<file path="config.mk">
export PLATFORM = sky130hd
export DESIGN_NAME = pico_scan_ctrl
export DESIGN_NICKNAME = d
export VERILOG_FILES = /design/src/rtl/pico_scan_ctrl.sv
export SDC_FILE = /design/constraint.sdc
export NUM_CORES = 1
export LEC_CHECK = 0
export ABC_CLOCK_PERIOD_IN_PS = 5400
export BUFFER_PORTS_ARGS = -buffer_cell sky130_fd_sc_hd__buf_2
export CELL_PAD_IN_SITES_DETAIL_PLACEMENT = 0
export CELL_PAD_IN_SITES_GLOBAL_PLACEMENT = 1
export CORE_AREA = 4 4 267 269
export DETAILED_ROUTE_END_ITERATION = 8
export DIE_AREA = 0 0 271 273
export PLACE_DENSITY = 0.69
export SLEW_MARGIN = 10
export SYNTH_ARGS = -nofsm -noshare
export SYNTH_HDL_FRONTEND = slang
export SYNTH_SLANG_ARGS = --single-unit
</file>
<file path="constraint.sdc">
create_clock -name PicoClk -period 5.4 [get_ports PicoClk]
set_clock_uncertainty 0.05 [all_clocks]
set_input_delay 0.27 -clock PicoClk [delete_from_list [all_inputs] [get_ports PicoClk]]
set_output_delay 0.27 -clock PicoClk [all_outputs]
set_load 0.005 [all_outputs]
</file>
<file path="src/rtl/pico_scan_ctrl.sv">
// PicoBus register front-end and scan sequencer for the subject buffer / comparator datapath.
// Optional build macro SCAN_IRQ_EN: CTRL[2] irq enable (STATUS[3]) and the done_irq pulse.
module pico_scan_ctrl #(
    parameter logic [31:0] ADDR_BASE = 32'h100,
    parameter int          LEN_W     = 16,
    parameter int          HIT_W     = 32
) (
    input  logic              PicoClk,
    input  logic              PicoRst_n,
    input  logic [31:0]       PicoAddr,
    input  logic [127:0]      PicoDataIn,
    input  logic              PicoRd,
    input  logic              PicoWr,
    output logic [127:0]      PicoDataOut,
    output logic              subj_rd_en,
    output logic [LEN_W-1:0]  subj_rd_addr,
    input  logic [127:0]      subj_rd_data,
    input  logic              subj_rd_valid,
    output logic [127:0]      cmp_query,
    output logic [127:0]      cmp_subject,
    output logic              cmp_valid,
    input  logic              cmp_result_valid,
    input  logic              cmp_hit,
    output logic              done_irq
);

    // state   | meaning
    // IDLE    | waiting for start; status holds last scan result
    // REQ     | one-cycle subject fetch request for word idx
    // WAIT    | waiting for subject buffer data
    // ISSUE   | one-cycle comparator issue of latched subject word
    // DRAIN   | all words issued, waiting for outstanding results
    typedef enum logic [2:0] {
        S_IDLE  = 3'd0,
        S_REQ   = 3'd1,
        S_WAIT  = 3'd2,
        S_ISSUE = 3'd3,
        S_DRAIN = 3'd4
    } state_t;

    state_t            state;
    state_t            state_nxt;
    logic [127:0]      query;
    logic [LEN_W-1:0]  len;
    logic [LEN_W-1:0]  idx;
    logic [LEN_W-1:0]  idx_inc;
    logic [LEN_W-1:0]  issued;
    logic [HIT_W-1:0]  hits;
    logic [LEN_W:0]    outstanding;
    logic              done;
    logic              done_nxt;
    logic              aborted;
    logic              aborted_nxt;
    logic              irq_en;
    logic [127:0]      rd_data;

    logic sel_ctrl, sel_query, sel_len, sel_status;
    logic wr_ctrl, start_req, abort_req, idle_start;
    logic busy, len_zero, out_zero, result_acc;

    assign sel_ctrl   = (PicoAddr == ADDR_BASE);
    assign sel_query  = (PicoAddr == ADDR_BASE + 32'h10);
    assign sel_len    = (PicoAddr == ADDR_BASE + 32'h20);
    assign sel_status = (PicoAddr == ADDR_BASE + 32'h30);

    // abort has priority over start when both bits arrive in one write
    assign wr_ctrl    = PicoWr & sel_ctrl;
    assign abort_req  = wr_ctrl & PicoDataIn[1];
    assign start_req  = wr_ctrl & PicoDataIn[0] & ~PicoDataIn[1];

    assign busy       = (state != S_IDLE);
    assign idle_start = start_req & ~busy;
    assign len_zero   = (len == '0);
    assign out_zero   = (outstanding == '0);
    assign idx_inc    = idx + LEN_W'(1);
    // results arriving with nothing outstanding (e.g. after abort) are dropped
    assign result_acc = cmp_result_valid & busy & ~out_zero;

    assign cmp_query    = query;
    assign subj_rd_addr = idx;

    always_ff @(posedge PicoClk or negedge PicoRst_n) begin
        if (!PicoRst_n) begin
            state <= S_IDLE;
        end else begin
            state <= state_nxt;
        end
    end

    always_comb begin
        state_nxt = state;
        case (state)
            S_IDLE:  if (idle_start && !len_zero) state_nxt = S_REQ;
            S_REQ:   state_nxt = S_WAIT;
            S_WAIT:  if (subj_rd_valid) state_nxt = S_ISSUE;
            S_ISSUE: state_nxt = (idx_inc == len) ? S_DRAIN : S_REQ;
            S_DRAIN: if (out_zero) state_nxt = S_IDLE;
            default: state_nxt = S_IDLE;
        endcase
        if (abort_req && busy) state_nxt = S_IDLE;
    end

    always_comb begin
        subj_rd_en = 1'b0;
        cmp_valid  = 1'b0;
        case (state)
            S_REQ:   subj_rd_en = 1'b1;
            S_ISSUE: cmp_valid  = 1'b1;
            default: ;
        endcase
    end

    always_comb begin
        done_nxt    = done;
        aborted_nxt = aborted;
        if (abort_req) begin
            done_nxt    = 1'b1;
            aborted_nxt = 1'b1;
        end else if (idle_start) begin
            done_nxt = len_zero;
            if (!len_zero) aborted_nxt = 1'b0;
        end else if (state == S_DRAIN && out_zero) begin
            done_nxt = 1'b1;
        end
    end

    always_ff @(posedge PicoClk or negedge PicoRst_n) begin
        if (!PicoRst_n) begin
            query       <= '0;
            len         <= '0;
            idx         <= '0;
            issued      <= '0;
            hits        <= '0;
            outstanding <= '0;
            done        <= 1'b0;
            aborted     <= 1'b0;
            cmp_subject <= '0;
        end else begin
            done    <= done_nxt;
            aborted <= aborted_nxt;
            if (PicoWr && sel_query && !busy) query <= PicoDataIn;
            if (PicoWr && sel_len && !busy) len <= PicoDataIn[LEN_W-1:0];

            if (idle_start && !len_zero) begin
                idx    <= '0;
                issued <= '0;
                hits   <= '0;
            end else begin
                if (cmp_valid) begin
                    idx    <= idx_inc;
                    issued <= issued + LEN_W'(1);
                end
                if (result_acc && cmp_hit && hits != '1) hits <= hits + HIT_W'(1);
            end

            if (state == S_WAIT && subj_rd_valid) cmp_subject <= subj_rd_data;

            if (abort_req) begin
                outstanding <= '0;
            end else if (cmp_valid && !result_acc) begin
                outstanding <= outstanding + (LEN_W+1)'(1);
            end else if (!cmp_valid && result_acc) begin
                outstanding <= outstanding - (LEN_W+1)'(1);
            end
        end
    end

`ifdef SCAN_IRQ_EN
    logic irq_en_nxt;
    assign irq_en_nxt = wr_ctrl ? PicoDataIn[2] : irq_en;

    // registered pulse lands in the same cycle the done flag first reads 1
    always_ff @(posedge PicoClk or negedge PicoRst_n) begin
        if (!PicoRst_n) begin
            irq_en   <= 1'b0;
            done_irq <= 1'b0;
        end else begin
            irq_en   <= irq_en_nxt;
            done_irq <= done_nxt & ~done & irq_en_nxt;
        end
    end
`else
    assign irq_en   = 1'b0;
    assign done_irq = 1'b0;
`endif

    always_comb begin
        rd_data = '0;
        if (sel_query) begin
            rd_data = query;
        end else if (sel_len) begin
            rd_data[LEN_W-1:0] = len;
        end else if (sel_status) begin
            rd_data[0]             = busy;
            rd_data[1]             = done;
            rd_data[2]             = aborted;
            rd_data[3]             = irq_en;
            rd_data[32 +: HIT_W]   = hits;
            rd_data[64 +: LEN_W]   = issued;
        end
    end

    // shared bus: drive zero except the cycle after a matching read
    always_ff @(posedge PicoClk or negedge PicoRst_n) begin
        if (!PicoRst_n) begin
            PicoDataOut <= '0;
        end else begin
            PicoDataOut <= PicoRd ? rd_data : '0;
        end
    end

endmodule

</file>
# After elaboration in Yosys (flattened, before gate mapping)
# Cells that the tools add are included.
[word_totals]
register_bits = 486
latchBits = 0
mem_bits_rw = 0
mem_bits_ro = 0
inputBits = 295
out_inout_bits = 403
word_cells = 100
mem_count = 0
[op_classes]
addsub = 5
n_mul = 0
n_div = 0
n_lt_le_gt_ge = 0
eq_ne = 14
n_shift = 0
mux = 33
bitwise = 10
n_reduce_logical = 27
[ops]
columns = ["op", "n"]
rows = [
  ["2-to-1 mux 48 bit", 4],
  ["== test 32 x 9 -> 1 bit, second input constant", 4],
  ["2-to-1 mux 128 bit", 1],
  ["2-to-1 mux 16 bit", 6],
  ["2-to-1 mux 32 bit", 2],
  ["2-to-1 mux 17 bit", 3],
  ["adder 16 x 1 -> 16 bit, second input constant", 2],
  ["adder 32 x 1 -> 32 bit, second input constant", 1],
  ["inequality test 32 bit, second input constant", 1],
  ["2-to-1 mux 3 bit", 6],
  ["adder 17 x 1 -> 17 bit, second input constant", 1],
  ["logical NOT 17 bit", 1],
  ["subtractor 17 x 1 -> 17 bit, second input constant", 1],
  ["== test 16 bit", 1],
  ["logical NOT 16 bit", 1],
  ["one-hot mux 3 bit (5 select lines)", 1],
  ["logical AND 1 bit", 12],
  ["2-to-1 mux 12 bit", 1],
  ["inequality test 3 bit, second input constant", 3],
  ["nonzero test 3 bit", 3],
  ["2-to-1 mux 1 bit", 8],
  ["AND 1 bit", 7],
  ["== test 3 x 2 -> 1 bit, second input constant", 2],
  ["nonzero test 2 bit", 3],
  ["other kinds (9)", 14],
]

# Depth between registers and ports, before layout
# Gate-level depths: netlist (run 1).
[depth]
ltp_word = 9
depth_mapped = 12
mapped_depth_nobuf = 12

# Least setup slack after synthesis (run 1)
# No wires, ideal clock.
[synth_timing]
path_type = "register to register"
start = "register outstanding[0]"
end = "register outstanding[14]"
arrival_ps = 3675
setup_slack_ps = 1581
stages_incl_launch_ff = 13
n_path_buf = 0
period_less_slack_ps = 3819
path_cell_list = "dfrtp_1 > nor2_1 > nand2_1 > nor2_1 > o21ai_0 > ha_1 > a21o_1 > a221o_1 > o21ai_0 > o21ai_0 > o31ai_1 > xor2_1 > a211oi_1"
[synth_via]
elab_chain_len = 7
word_cells_on_any_way = 12
cone_classes = "add/sub: 2; mux: 3; bitwise: 2; reduce/logical: 5"
[synth_rtl]
columns = ["element", "line", "rtl"]
rows = [
  ["start, declared", "49", "logic [LEN_W:0] outstanding;"],
  ["start signal, assigned", "161", "outstanding <= outstanding + (LEN_W+1)'(1);"],
  ["start signal, assigned", "163", "outstanding <= outstanding - (LEN_W+1)'(1);"],
  ["parallel branches: the longest is 7 deep, another holds subtractor 17 x 1 -> 17 bit", "-", ""],
]
# Several ways; the timed one is not identified. The select of a mux whose other input is x is not followed.
# A chain may end at the register's enable or synchronous reset.

# Final worst setup path (run 1)
[layout_timing]
start = "register outstanding[1]"
end = "register outstanding[14]"
# The elaborated chain is that of the path after synthesis.

==> results of run 1 <==
-- power breakdown --
group          switching [uW]  internal [uW]
sequential               7.56           3650
clock                    1510           2200
combinational             180            236
-- area by class of cell --
cell class / count / area, sq um
Fill cell: 6286 / 39500
Antenna cell: 4 / 10.0
Clock buffer: 82 / 1610
Inverter: 11 / 41.3
Sequential cell: 486 / 12200
Timing Repair Buffer: 970 / 6260
Multi-Input combinational cell: 889 / 7650
Tap cell: 931 / 1160
Clock inverter: 17 / 208
-- worst max path at each step --
| stage | from | depth (start not counted) | slack (ns) | endpoint |
|---|---|---|---|---|
| 6_report | outstanding[1] | 13 | 1.75 | outstanding[14] |
| 5_1_grt | outstanding[4] | 13 | 1.32 | outstanding[14] |
| 4_1_cts | outstanding[4] | 13 | 1.77 | outstanding[14] |
| 3_5_place_dp | outstanding[4] | 13 | 1.76 | outstanding[14] |
| 3_3_place_gp | outstanding[4] | 13 | 1.73 | outstanding[14] |
| 2_1_floorplan | outstanding[0] | 12 | 1.58 | outstanding[14] |
-- per-layer routing --
| metal | GRT usage | wire length [microns] | up-vias | part of all wire |
|---|---|---|---|---|
| met1 | 0.208 | 26600 | 7681 | 0.40 |
| li1 | - | - | 7086 | - |
| met5 | 0 | 0 | - | 0 |
| met3 | 0.0405 | 4100 | 145 | 0.061 |
| met2 | 0.305 | 33900 | 516 | 0.50 |
| met4 | 0.0688 | 2690 | 0 | 0.040 |
-- registers in the layout, indices dropped and copies added (netlist names) --
register / cells
hits: 32
state: 3
cmp_subject: 128
subj_rd_addr: 16
len: 16
issued: 16
PicoDataOut: 128
done: 1
cmp_query: 128
aborted: 1
outstanding: 17
-- worst max-delay path, stage by stage, from the launching register on --
cell and delay [ns]:
sky130_fd_sc_hd__dfrtp_1 0.42, sky130_fd_sc_hd__nor4_1 0.34, sky130_fd_sc_hd__nand2_1 0.15, sky130_fd_sc_hd__nor2_1 0.27, sky130_fd_sc_hd__o21ai_1 0.10, sky130_fd_sc_hd__buf_4 0.23, sky130_fd_sc_hd__ha_1 0.38, sky130_fd_sc_hd__a21o_1 0.21
sky130_fd_sc_hd__a221o_1 0.37, sky130_fd_sc_hd__o21ai_0 0.21, sky130_fd_sc_hd__o21ai_0 0.19, sky130_fd_sc_hd__o31ai_1 0.30, sky130_fd_sc_hd__xor2_1 0.11, sky130_fd_sc_hd__a211oi_1 0.23
-- cells by family after synthesis --
group           after synthesis  share of synthesized area
xor+xnor                     91                     0.0390
other cells                   1                   0.000184
mux                         288                      0.176
compound gates              146                     0.0535
buf+inv                      87                     0.0308
simple gates                343                     0.0917
fa+ha+maj                    20                     0.0126
flops                       486                      0.596
-- per-stage QoR --
stage	area [sq um]	cells	util	power [uW]
final	29100	3390	0.424	7780
after global routing	29100	3390	0.424	8090
after CTS	29100	3386	0.424	7900
after detailed placement	24700	3028	0.360	3980
after global placement	24700	3028	0.360	3980
after floorplan	20400	1462	-	3780
-- cell usage in the layout (no fill, tap or decap), types with 4 or more instances in the layout --
cell type                         n
sky130_fd_sc_hd__ha_1            19
sky130_fd_sc_hd__clkinv_2         6
sky130_fd_sc_hd__nand4_1         19
sky130_fd_sc_hd__a31oi_1          8
sky130_fd_sc_hd__buf_2          695
sky130_fd_sc_hd__nor3b_1          5
sky130_fd_sc_hd__nor2_1          96
sky130_fd_sc_hd__clkbuf_8        15
sky130_fd_sc_hd__and4_1          10
sky130_fd_sc_hd__nor3_1          13
sky130_fd_sc_hd__buf_12           5
sky130_fd_sc_hd__clkbuf_1        13
sky130_fd_sc_hd__and2_1          69
sky130_fd_sc_hd__dfrtp_1        486
sky130_fd_sc_hd__nand3_1         30
sky130_fd_sc_hd__mux2i_1         14
sky130_fd_sc_hd__a211oi_1         8
sky130_fd_sc_hd__xor2_1          63
sky130_fd_sc_hd__diode_2          4
sky130_fd_sc_hd__nand2_1         40
sky130_fd_sc_hd__o31ai_1          4
sky130_fd_sc_hd__a21oi_1         18
sky130_fd_sc_hd__buf_4           10
sky130_fd_sc_hd__and3_1          13
sky130_fd_sc_hd__inv_1           10
sky130_fd_sc_hd__mux2_2         154
sky130_fd_sc_hd__a22o_1          61
sky130_fd_sc_hd__clkbuf_16       54
sky130_fd_sc_hd__mux2_1          20
sky130_fd_sc_hd__xnor2_1         28
sky130_fd_sc_hd__mux2_4         100
sky130_fd_sc_hd__dlygate4sd3_1  259
sky130_fd_sc_hd__o21ai_0         18
sky130_fd_sc_hd__nor2b_1          4
sky130_fd_sc_hd__nor4_1          13
-- timing repair --
item | in CTS | in global routing
endpoints found under the hold margin | 351 | 0
endpoints found under the setup margin | 0 | 0
hold buffers | 259 | 0
==> Implementation_results.wiki, run 1 <==
{| class="wikitable"
! Metric !! Value
|-
| Number of setup violations in the final report || 0
|-
| Global-route wire length before repair || 101 mm
|-
| Average cell area after synthesis || 14.0 sq um
|-
| Proportion of synthesized chip area in sequential cells || 0.596
|-
| Fraction of post-synthesis cell area in the top cell type by area || 0.596
|-
| Number of cells on the worst reg-to-reg path || 13
|-
| Total die area || around 74000 sq um
|-
| Fin crit share || 0.675
|-
| Number of post-CTS setup repair buffers || 0
|-
| Pin count of the biggest net entering global routing || 144
|-
| Clock Latency Late Sink || 0.61 ns
|-
| Most frequently used flop master after synthesis || sky130_fd_sc_hd__dfrtp_1
|-
| DR pass1 iterations || 5
|-
| Worst-Margin Slew || 1.20 ns
|-
| Capturing point of the worst reg2reg path || outstanding[14]
|-
| Number of nets still failing antenna checks after routing || 0
|-
| Worst hold margin || 0.0730 ns
|-
| Resized Gates After CTS || 0
|-
| Headroom to the max-slew limit || 0.196
|-
| Power per Cell Area || 267 nW/um^2
|-
| Data required time of the critical path || around 5.8 ns
|-
| Number of slew-limit violations in the final report || 0
|-
| Core region area || approximately 69000 sq um
|-
| Vias || between 15k and 20k
|-
| Class of the worst hold path || input port to register
|-
| Setup crit end kind || register
|-
| Type of element launching the critical path || register
|-
| Final GP Congestion || just under 0.9
|-
| Number of antenna violations at the first check in global routing || 6
|-
| Buffer levels on the longest clock path || 3
|-
| Total global routing track utilization || 0.174
|-
| Die Y-Extent || 273 microns
|-
| Register bit count reported by yosys || 486
|-
| Number of DRC markers in iteration 0 || slightly above 800
|-
| Maxcap violations || 0
|-
| Worst endpoint data arrival time || 4.07 ns
|-
| Clock transition at the registers of the reported paths || 0.06 ns
|-
| Hold worst-path end || PicoDataOut[2]
|-
| Final hold vios || 0
|-
| Total Negative Setup Slacks || 0 ns
|-
| Total clock buffers created by CTS || 53
|-
| Post-route setup slack || 1.75 ns
|-
| Number of rows in the core area || 96
|-
| Synth-to-layout area growth || 42.6%
|-
| Final Net Count || between 2k and 3k
|-
| Max H-tree Level || 2
|-
| Top-Level Pins || 698
|-
| Kind of critical path || register to register
|-
| Via count of the first global-routing pass || between 15k and 20k
|-
| Die extent in x || ~270 microns
|-
| DRC Markers || 0
|-
| Post-synth design cell area || ~20000 sq um
|-
| Result of the run || finished, final reports clean
|-
| Area contributors post-synth || sky130_fd_sc_hd__dfrtp_1, sky130_fd_sc_hd__mux2_2, sky130_fd_sc_hd__mux2_4
|-
| Overflow after GRT || 0
|-
| Initial core utilization || 0.298
|-
| Synth cell types || between 70 and 80
|-
| Worst reg2reg path startpoint || outstanding[1]
|-
| Depth of the worst hold-timing path || 3
|-
| Count of flip-flops with a built-in enable after synthesis || 0
|-
| TritonCTS clock tree || yes
|-
| Final wirelength || around 67 mm
|-
| Placement-stage worst setup slack || 1.76 ns
|-
| Port Buffer Count || around 700
|-
| Total number of yosys warnings || 0
|-
| Leak pwr || about 0.015 uW
|-
| Setup repair after global routing missed its margin || no
|-
| Avg WL per Cell || 19.8 microns
|-
| Reg2reg setup slack || around 1.8 ns
|-
| Synth area leader || sky130_fd_sc_hd__dfrtp_1
|-
| Highest Clock Rate || 274 MHz
|-
| CTS root buffer || sky130_fd_sc_hd__clkbuf_16
|-
| Min Tclk post-route || roughly 3.6 ns
|-
| Post-Synthesis Cells || around 1.5k
|-
| Net count after synthesis || 1777
|-
| Synth async-reset ratio || 1.00
|-
| Hold path start || PicoAddr[4]
|-
| Sink count of the clock tree || between 400 and 500
|-
| VDD IR-drop max || 0.222 mV
|-
| Largest fanout on the critical path || 19
|-
| Fraction of final layout cells with drive strength greater than 1 || 0.435
|-
| Count leader, synth || sky130_fd_sc_hd__dfrtp_1
|-
| Most frequent cells after synthesis || sky130_fd_sc_hd__dfrtp_1, sky130_fd_sc_hd__mux2_2, sky130_fd_sc_hd__mux2_4
|-
| Post-detailed-placement half-perimeter wirelength || 48.9 mm
|-
| Via/cell ratio || 4.55
|}
Power figures use the tool's default switching activity.
==> run 2: changes to the inputs <==
Settings changed: ABC_CLOCK_PERIOD_IN_PS 5400 to 3670.
Clock period 5.4 ns to 3.67 ns, I/O delays scaled along.
==> run 2 against run 1 <==
  * Critical path depth stayed put
  * Clock-buffer cell count is 10 lower
  * Via count is 0.66% higher
  * Non-clock buffer count is 15 higher
  * Combinational power is 51% higher
  * Cell area is 0.66% higher
  * Largest power group unchanged
==> Implementation_results.wiki, run 2 (synthesis results as in run 1) <==
{| class="wikitable"
! Metric !! Value
|-
| Class of the worst hold path || input port to register
|-
| Number of slew-limit violations in the final report || 0
|-
| Reg2reg setup slack || 0.23 ns
|-
| Number of setup violations in the final report || 0
|-
| Die extent in x || 271 microns
|-
| Worst endpoint data arrival time || approximately 3.9 ns
|-
| Via count of the first global-routing pass || 16.6k
|-
| Finished Layout Cells || approximately 3.4k
|-
| Final Net Count || 2741
|-
| Leak pwr || 0.0153 uW
|-
| Port Buffer Count || between 600 and 700
|-
| Power per Cell Area || a little under 400 nW/um^2
|-
| Final wirelength || 69.1 mm
|-
| Initial core utilization || 0.298
|-
| Met1 global-route usage || 0.205
|-
| Largest fanout on the critical path || 19
|-
| Worst hold margin || 0.125 ns
|-
| Number of rows in the core area || 96
|-
| Die Y-Extent || 273 microns
|-
| Post-detailed-placement half-perimeter wirelength || 50.8 mm
|-
| Final GP Congestion || 0.847
|-
| Fin crit share || 0.937
|-
| Met2 routing resource usage after global routing || 0.320
|-
| GRT Max-Usage Layer || met2
|-
| Number of antenna violations at the first check in global routing || 10
|-
| CTS root buffer || sky130_fd_sc_hd__clkbuf_16
|-
| Cells after DPL || 3041
|-
| Met3 track demand over resource || 0.0442
|-
| Via/cell ratio || about 4.6
|-
| Min Tclk post-route || 3.44 ns
|-
| Buffer levels on the longest clock path || 3
|-
| Clock Latency Late Sink || 0.60 ns
|-
| TritonCTS clock tree || yes
|-
| Total global routing track utilization || 0.179
|-
| Type of element launching the critical path || register
|-
| Overflow after GRT || 0
|-
| Max H-tree Level || 2
|-
| VDD IR-drop max || 0.400 mV
|-
| Worst-Margin Slew || 0.970 ns
|-
| Core region area || 68600 sq um
|-
| Final hold vios || 0
|-
| Setup crit end kind || register
|-
| Number of DRC markers in iteration 0 || 706
|-
| Data required time of the critical path || 4.10 ns
|-
| Vias || about 16k
|-
| Avg WL per Cell || 20.3 microns
|-
| Maxcap violations || 0
|-
| Most common cell after layout, fill and taps aside || sky130_fd_sc_hd__buf_2
|-
| Number of nets still failing antenna checks after routing || 0
|-
| Total die area || 74000 sq um
|-
| Fraction of final layout cells with drive strength greater than 1 || 0.440
|-
| Number of post-CTS setup repair buffers || 0
|-
| Sink count of the clock tree || 486
|-
| Result of the run || finished, final reports clean
|-
| Headroom to the max-slew limit || 0.353
|-
| DRC Markers || 0
|-
| Global-route wire length before repair || slightly above 100 mm
|-
| Pin count of the biggest net entering global routing || 129
|-
| DR pass1 iterations || 4
|-
| Commonest cells after routing, fill and taps aside || sky130_fd_sc_hd__buf_2, sky130_fd_sc_hd__dfrtp_1, sky130_fd_sc_hd__dlygate4sd3_1, sky130_fd_sc_hd__mux2_2, sky130_fd_sc_hd__mux2_4
|-
| Highest Clock Rate || about 290 MHz
|-
| Top-Level Pins || 698
|-
| Clock transition at the registers of the reported paths || 0.06 ns
|-
| Kind of critical path || register to register
|-
| Synth-to-layout area growth || 43.5%
|-
| Total clock buffers created by CTS || 53
|}
==> run 2: cell count changes in the layout (fill, tap and decap cells not counted), sizes merged <==
cell | previous run | this run
buf | 711 | 724
bufinv | 3 | 6
clkbuf | 82 | 72
clkinv | 9 | 13
diode | 4 | 11
dlygate4sd3 | 259 | 261
inv | 13 | 14
==> run 2: area by class of cell <==
class / instances / area (sq um)
repair buffers: 985 / 6420
well taps: 931 / 1160
fillers: 6324 / 39300
clock buffers: 72 / 1510
multi-input cells: 889 / 7660
diodes: 11 / 27.5
flip-flops and latches: 486 / 12200
inverters: 11 / 41.3
clock inverters: 25 / 319
==> run 2: worst max-delay path, stage by stage (launching register included) <==
cell and delay [ns]:
sky130_fd_sc_hd__dfrtp_1 0.41, sky130_fd_sc_hd__nor4_2 0.38, sky130_fd_sc_hd__nand3_1 0.18, sky130_fd_sc_hd__nor2_1 0.15
sky130_fd_sc_hd__o21ai_1 0.11, sky130_fd_sc_hd__buf_12 0.17, sky130_fd_sc_hd__ha_1 0.36, sky130_fd_sc_hd__and3_1 0.20
sky130_fd_sc_hd__a221o_1 0.35, sky130_fd_sc_hd__o21ai_0 0.19, sky130_fd_sc_hd__o21ai_0 0.17, sky130_fd_sc_hd__o31ai_1 0.28
sky130_fd_sc_hd__xor2_1 0.10, sky130_fd_sc_hd__a211oi_1 0.23
==> run 2: per-layer routing <==
metal  vias to the layer above  share of wire
met5                         -              0
met2                       505           0.52
met3                       122          0.065
met4                         0          0.038
met1                      7781           0.38
li1                       7122              -
==> run 2: path summary, 6_finish.rpt <==
kind                                start          endpoint  cells after the start
min in group asynchronous       PicoRst_n     cmp_query[50]                      2
max in group asynchronous       PicoRst_n  cmp_subject[118]                      3
max reg2reg                outstanding[4]   outstanding[14]                     13
min                           PicoAddr[3]              done                      6
min reg2reg                cmp_query[119]  PicoDataOut[119]                      1
max                        outstanding[4]   outstanding[14]                     13
==> run 2: stage by stage <==
step	total power, uW	setup TNS (ns)	util	instance area (sq um)	worst slack, ns
after floorplan	5560	0	-	20400	0.320
after global placement	5860	0	0.362	24800	0.175
after detailed placement	5870	0	0.362	24800	0.266
after CTS	11700	0	0.427	29300	0.235
after global routing	12000	-0.0488	0.427	29300	-0.0488
final	11500	0	0.427	29300	0.232
==> run 2: power breakdown <==
part,switching (uW),internal [uW]
logic,273,355
registers,11.3,5370
clock network,2220,3310
total,2500,9040
==> run 2: timing repair <==
| action | in CTS | in global routing |
|---|---|---|
| endpoints found under the hold margin | 376 | 0 |
| gates resized for setup | 0 | 1 |
| hold buffers | 261 | 0 |
| endpoints found under the setup margin | 0 | 1 |
==> run 3: changes to the inputs <==
Settings changed: ABC_AREA from default to 1, CORE_AREA 4 4 267 269 to 4 4 270 272, DIE_AREA 0 0 271 273 to 0 0 274 276, PLACE_DENSITY 0.69 to 0.71.
==> run 3 against run 2 <==
  * Highest routed layer is now met5
  * Cell count is 17% higher
  * Synthesized cell count is 39% higher
  * Critical path type unchanged
  * Clock power is 8.9% higher
  * Hold slack worse by 0.019 ns
  * Largest power group unchanged
  * Worst setup slack better by 0.18 ns
  * Sequential power hardly changed
  * Critical endpoint is now outstanding[10]
  * Register-to-register slack better by 0.18 ns
  * Die area is 2.2% higher
==> Implementation_results.wiki, run 3 <==
{| class="wikitable"
! Metric !! Value
|-
| Result of the run || finished, final reports clean
|-
| Setup crit end kind || register
|-
| Worst-Margin Slew || 0.878 ns
|-
| Number of nets still failing antenna checks after routing || 0
|-
| Data required time of the critical path || around 4.1 ns
|-
| Total Negative Setup Slacks || 0 ns
|-
| Number of antenna violations at the first check in global routing || 8
|-
| Kind of critical path || register to register
|-
| Post-synth design cell area || 21000 sq um
|-
| Final Net Count || 3305
|-
| Total number of yosys warnings || 0
|-
| Buffer levels on the longest clock path || 3
|-
| Global-route wire length before repair || 112 mm
|-
| Class of the worst hold path || input port to register
|-
| Synth area leader || sky130_fd_sc_hd__dfrtp_1
|-
| DR pass1 iterations || 7
|-
| Worst hold margin || 0.107 ns
|-
| Fraction of post-synthesis cell area in the top cell type by area || 0.578
|-
| Count of flip-flops with a built-in enable after synthesis || 0
|-
| Final wirelength || 73.3 mm
|-
| Reg2reg setup slack || ~0.41 ns
|-
| Commonest cells after routing, fill and taps aside || sky130_fd_sc_hd__buf_2, sky130_fd_sc_hd__dfrtp_1, sky130_fd_sc_hd__nand2_1, sky130_fd_sc_hd__dlygate4sd3_1, sky130_fd_sc_hd__inv_1
|-
| Top-Level Pins || 698
|-
| Final Instance Area || about 30000 sq um
|-
| Number of setup violations in the final report || 0
|-
| DRC Markers || 0
|-
| Setup repair after global routing missed its margin || no
|-
| Vias || about 18k
|-
| Count leader, synth || sky130_fd_sc_hd__dfrtp_1
|-
| Most frequent cells after synthesis || sky130_fd_sc_hd__dfrtp_1, sky130_fd_sc_hd__nand2_1, sky130_fd_sc_hd__inv_1
|-
| Largest fanout on the critical path || 10
|-
| Total clock buffers created by CTS || 55
|-
| Fraction of final layout cells with drive strength greater than 1 || 0.360
|-
| Leak pwr || roughly 0.016 uW
|-
| VDD IR-drop max || 0.318 mV
|-
| Final GP Congestion || 0.887
|-
| Maxcap violations || 0
|-
| Core region area || 70800 sq um
|-
| Resized Gates After CTS || 0
|-
| Clock Latency Late Sink || 0.61 ns
|-
| Highest Clock Rate || 307 MHz
|-
| Synth async-reset ratio || 1.00
|-
| Die extent in x || 274 microns
|-
| Via count of the first global-routing pass || between 15k and 20k
|-
| Power per Cell Area || 394 nW/um^2
|-
| Most common cell after layout, fill and taps aside || sky130_fd_sc_hd__buf_2
|-
| Clock transition at the registers of the reported paths || 0.06 ns
|-
| Dpl cell area || 25700 sq um
|-
| Post-Synthesis Cells || 2027
|-
| Post-detailed-placement half-perimeter wirelength || 53.5 mm
|-
| TritonCTS clock tree || yes
|-
| Pin count of the biggest net entering global routing || 92
|-
| Total die area || 75600 sq um
|-
| Proportion of synthesized chip area in sequential cells || 0.578
|-
| Fin crit share || 0.888
|-
| Net count after synthesis || about 2.3k
|-
| Via/cell ratio || 4.57
|-
| Area contributors post-synth || sky130_fd_sc_hd__dfrtp_1, sky130_fd_sc_hd__mux2_2, sky130_fd_sc_hd__nand2_1
|-
| Max H-tree Level || 2
|-
| Min Tclk post-route || 3.26 ns
|-
| Sink count of the clock tree || 486
|-
| Average cell area after synthesis || around 10 sq um
|-
| Worst endpoint data arrival time || 3.73 ns
|-
| Headroom to the max-slew limit || 0.415
|-
| Number of slew-limit violations in the final report || 0
|-
| Synth-to-layout area growth || 44.1%
|-
| Overflow after GRT || 0
|-
| Avg WL per Cell || approximately 18 microns
|-
| Final hold vios || 0
|-
| Total global routing track utilization || 0.188
|-
| Number of DRC markers in iteration 0 || just over 1k
|-
| Register bit count reported by yosys || about 490
|-
| Port Buffer Count || about 700
|-
| Most frequently used flop master after synthesis || sky130_fd_sc_hd__dfrtp_1
|-
| Die Y-Extent || 276 microns
|-
| Type of element launching the critical path || register
|-
| Synth cell types || between 40 and 50
|-
| Number of rows in the core area || roughly 100
|-
| Initial core utilization || 0.297
|-
| CTS root buffer || sky130_fd_sc_hd__clkbuf_16
|}
==> run 3: changes by cell type in the layout (fill, tap and decap cells not counted), moves of 24 or more <==
cell                      delta
sky130_fd_sc_hd__xnor2_1    -24
sky130_fd_sc_hd__nand2_1   +272
sky130_fd_sc_hd__xor2_1     -50
sky130_fd_sc_hd__o31ai_1    +34
sky130_fd_sc_hd__mux2_4     -72
sky130_fd_sc_hd__o21ai_0    +90
sky130_fd_sc_hd__a22o_1     -61
sky130_fd_sc_hd__and2_1     -66
sky130_fd_sc_hd__nor2_1     +97
sky130_fd_sc_hd__nand3_1   +118
sky130_fd_sc_hd__inv_1     +223
sky130_fd_sc_hd__mux2_2     +58
==> run 3: final timing paths <==
kind                                    to            start  cells past startpoint
setup / recovery           outstanding[10]  outstanding[11]                     17
hold / removal                    state[0]    subj_rd_valid                      5
setup reg to reg           outstanding[10]  outstanding[11]                     17
hold reg to reg                 issued[11]       issued[10]                      1
max in group asynchronous  PicoDataOut[31]        PicoRst_n                      3
min in group asynchronous  cmp_subject[91]        PicoRst_n                      2
==> run 3: worst max-delay path, stage by stage (launching register included) <==
cell and delay [ns]:
sky130_fd_sc_hd__dfrtp_1 0.39, sky130_fd_sc_hd__nor2_1 0.13, sky130_fd_sc_hd__nand2_1 0.09, sky130_fd_sc_hd__nor4_1 0.24, sky130_fd_sc_hd__nand2_1 0.19, sky130_fd_sc_hd__nand3_1 0.15
sky130_fd_sc_hd__nand2_2 0.17, sky130_fd_sc_hd__fa_1 0.43, sky130_fd_sc_hd__nand2_1 0.09, sky130_fd_sc_hd__inv_1 0.05, sky130_fd_sc_hd__nand2_1 0.05, sky130_fd_sc_hd__nand2_1 0.10
sky130_fd_sc_hd__a21boi_0 0.28, sky130_fd_sc_hd__o21ai_0 0.21, sky130_fd_sc_hd__a21oi_1 0.21, sky130_fd_sc_hd__xor2_1 0.18, sky130_fd_sc_hd__nand2_1 0.07, sky130_fd_sc_hd__nand2_1 0.08
==> run 3: final cells by class <==
cell class / count / area (sq um)
well taps: 950 / 1190
fillers: 6648 / 40500
clock buffers: 73 / 1580
diodes: 5 / 12.5
flip-flops and latches: 486 / 12200
inverters: 235 / 885
clock inverters: 28 / 434
multi-input cells: 1228 / 7650
repair buffers: 984 / 6400
==> run 3: per-layer routing <==
metal / track usage / vias up / wire length, microns
met5: 0 / - / 34
met4: 0.0763 / 4 / 3140
met2: 0.328 / 591 / 36400
met3: 0.0443 / 174 / 4750
met1: 0.222 / 8890 / 29000
li1: - / 8581 / -
==> run 3: kinds of logic after synthesis <==
kind of cell / Yosys count / share of synthesized area
AND/OR/NAND/NOR: 753 / 0.156
adder cells (fa/ha/maj): 20 / 0.0123
XOR/XNOR: 17 / 0.00708
other: 1 / 0.000178
buffers and inverters: 313 / 0.0595
AO/OA/AOI/OAI: 197 / 0.0532
multiplexers: 240 / 0.133
flip-flops: 486 / 0.578
==> run 3: stage by stage <==
stage	utilization	instances	worst slack, ns	total power, uW
final	0.428	3989	0.413	11900
after global routing	0.428	3989	0.123	12400
after CTS	0.428	3984	0.433	12100
after detailed placement	0.363	3623	0.432	5790
after global placement	0.363	3623	0.476	5790
after floorplan	-	2027	0.897	5490
==> run 3: power breakdown <==
part	total, uW	internal, uW	leakage [uW]	switching [uW]
Clock	6020	3670	0.000978	2350
Sequential	5360	5360	0.00663	0.00845
Combinational	557	313	0.00878	243
Total	11900	9340	0.0164	2590
==> run 3: timing repair <==
| action | in CTS | in global routing |
|---|---|---|
| hold buffers | 260 | 0 |
| hold endpoints to repair | 368 | 0 |
| buffers inserted | 0 | 0 |
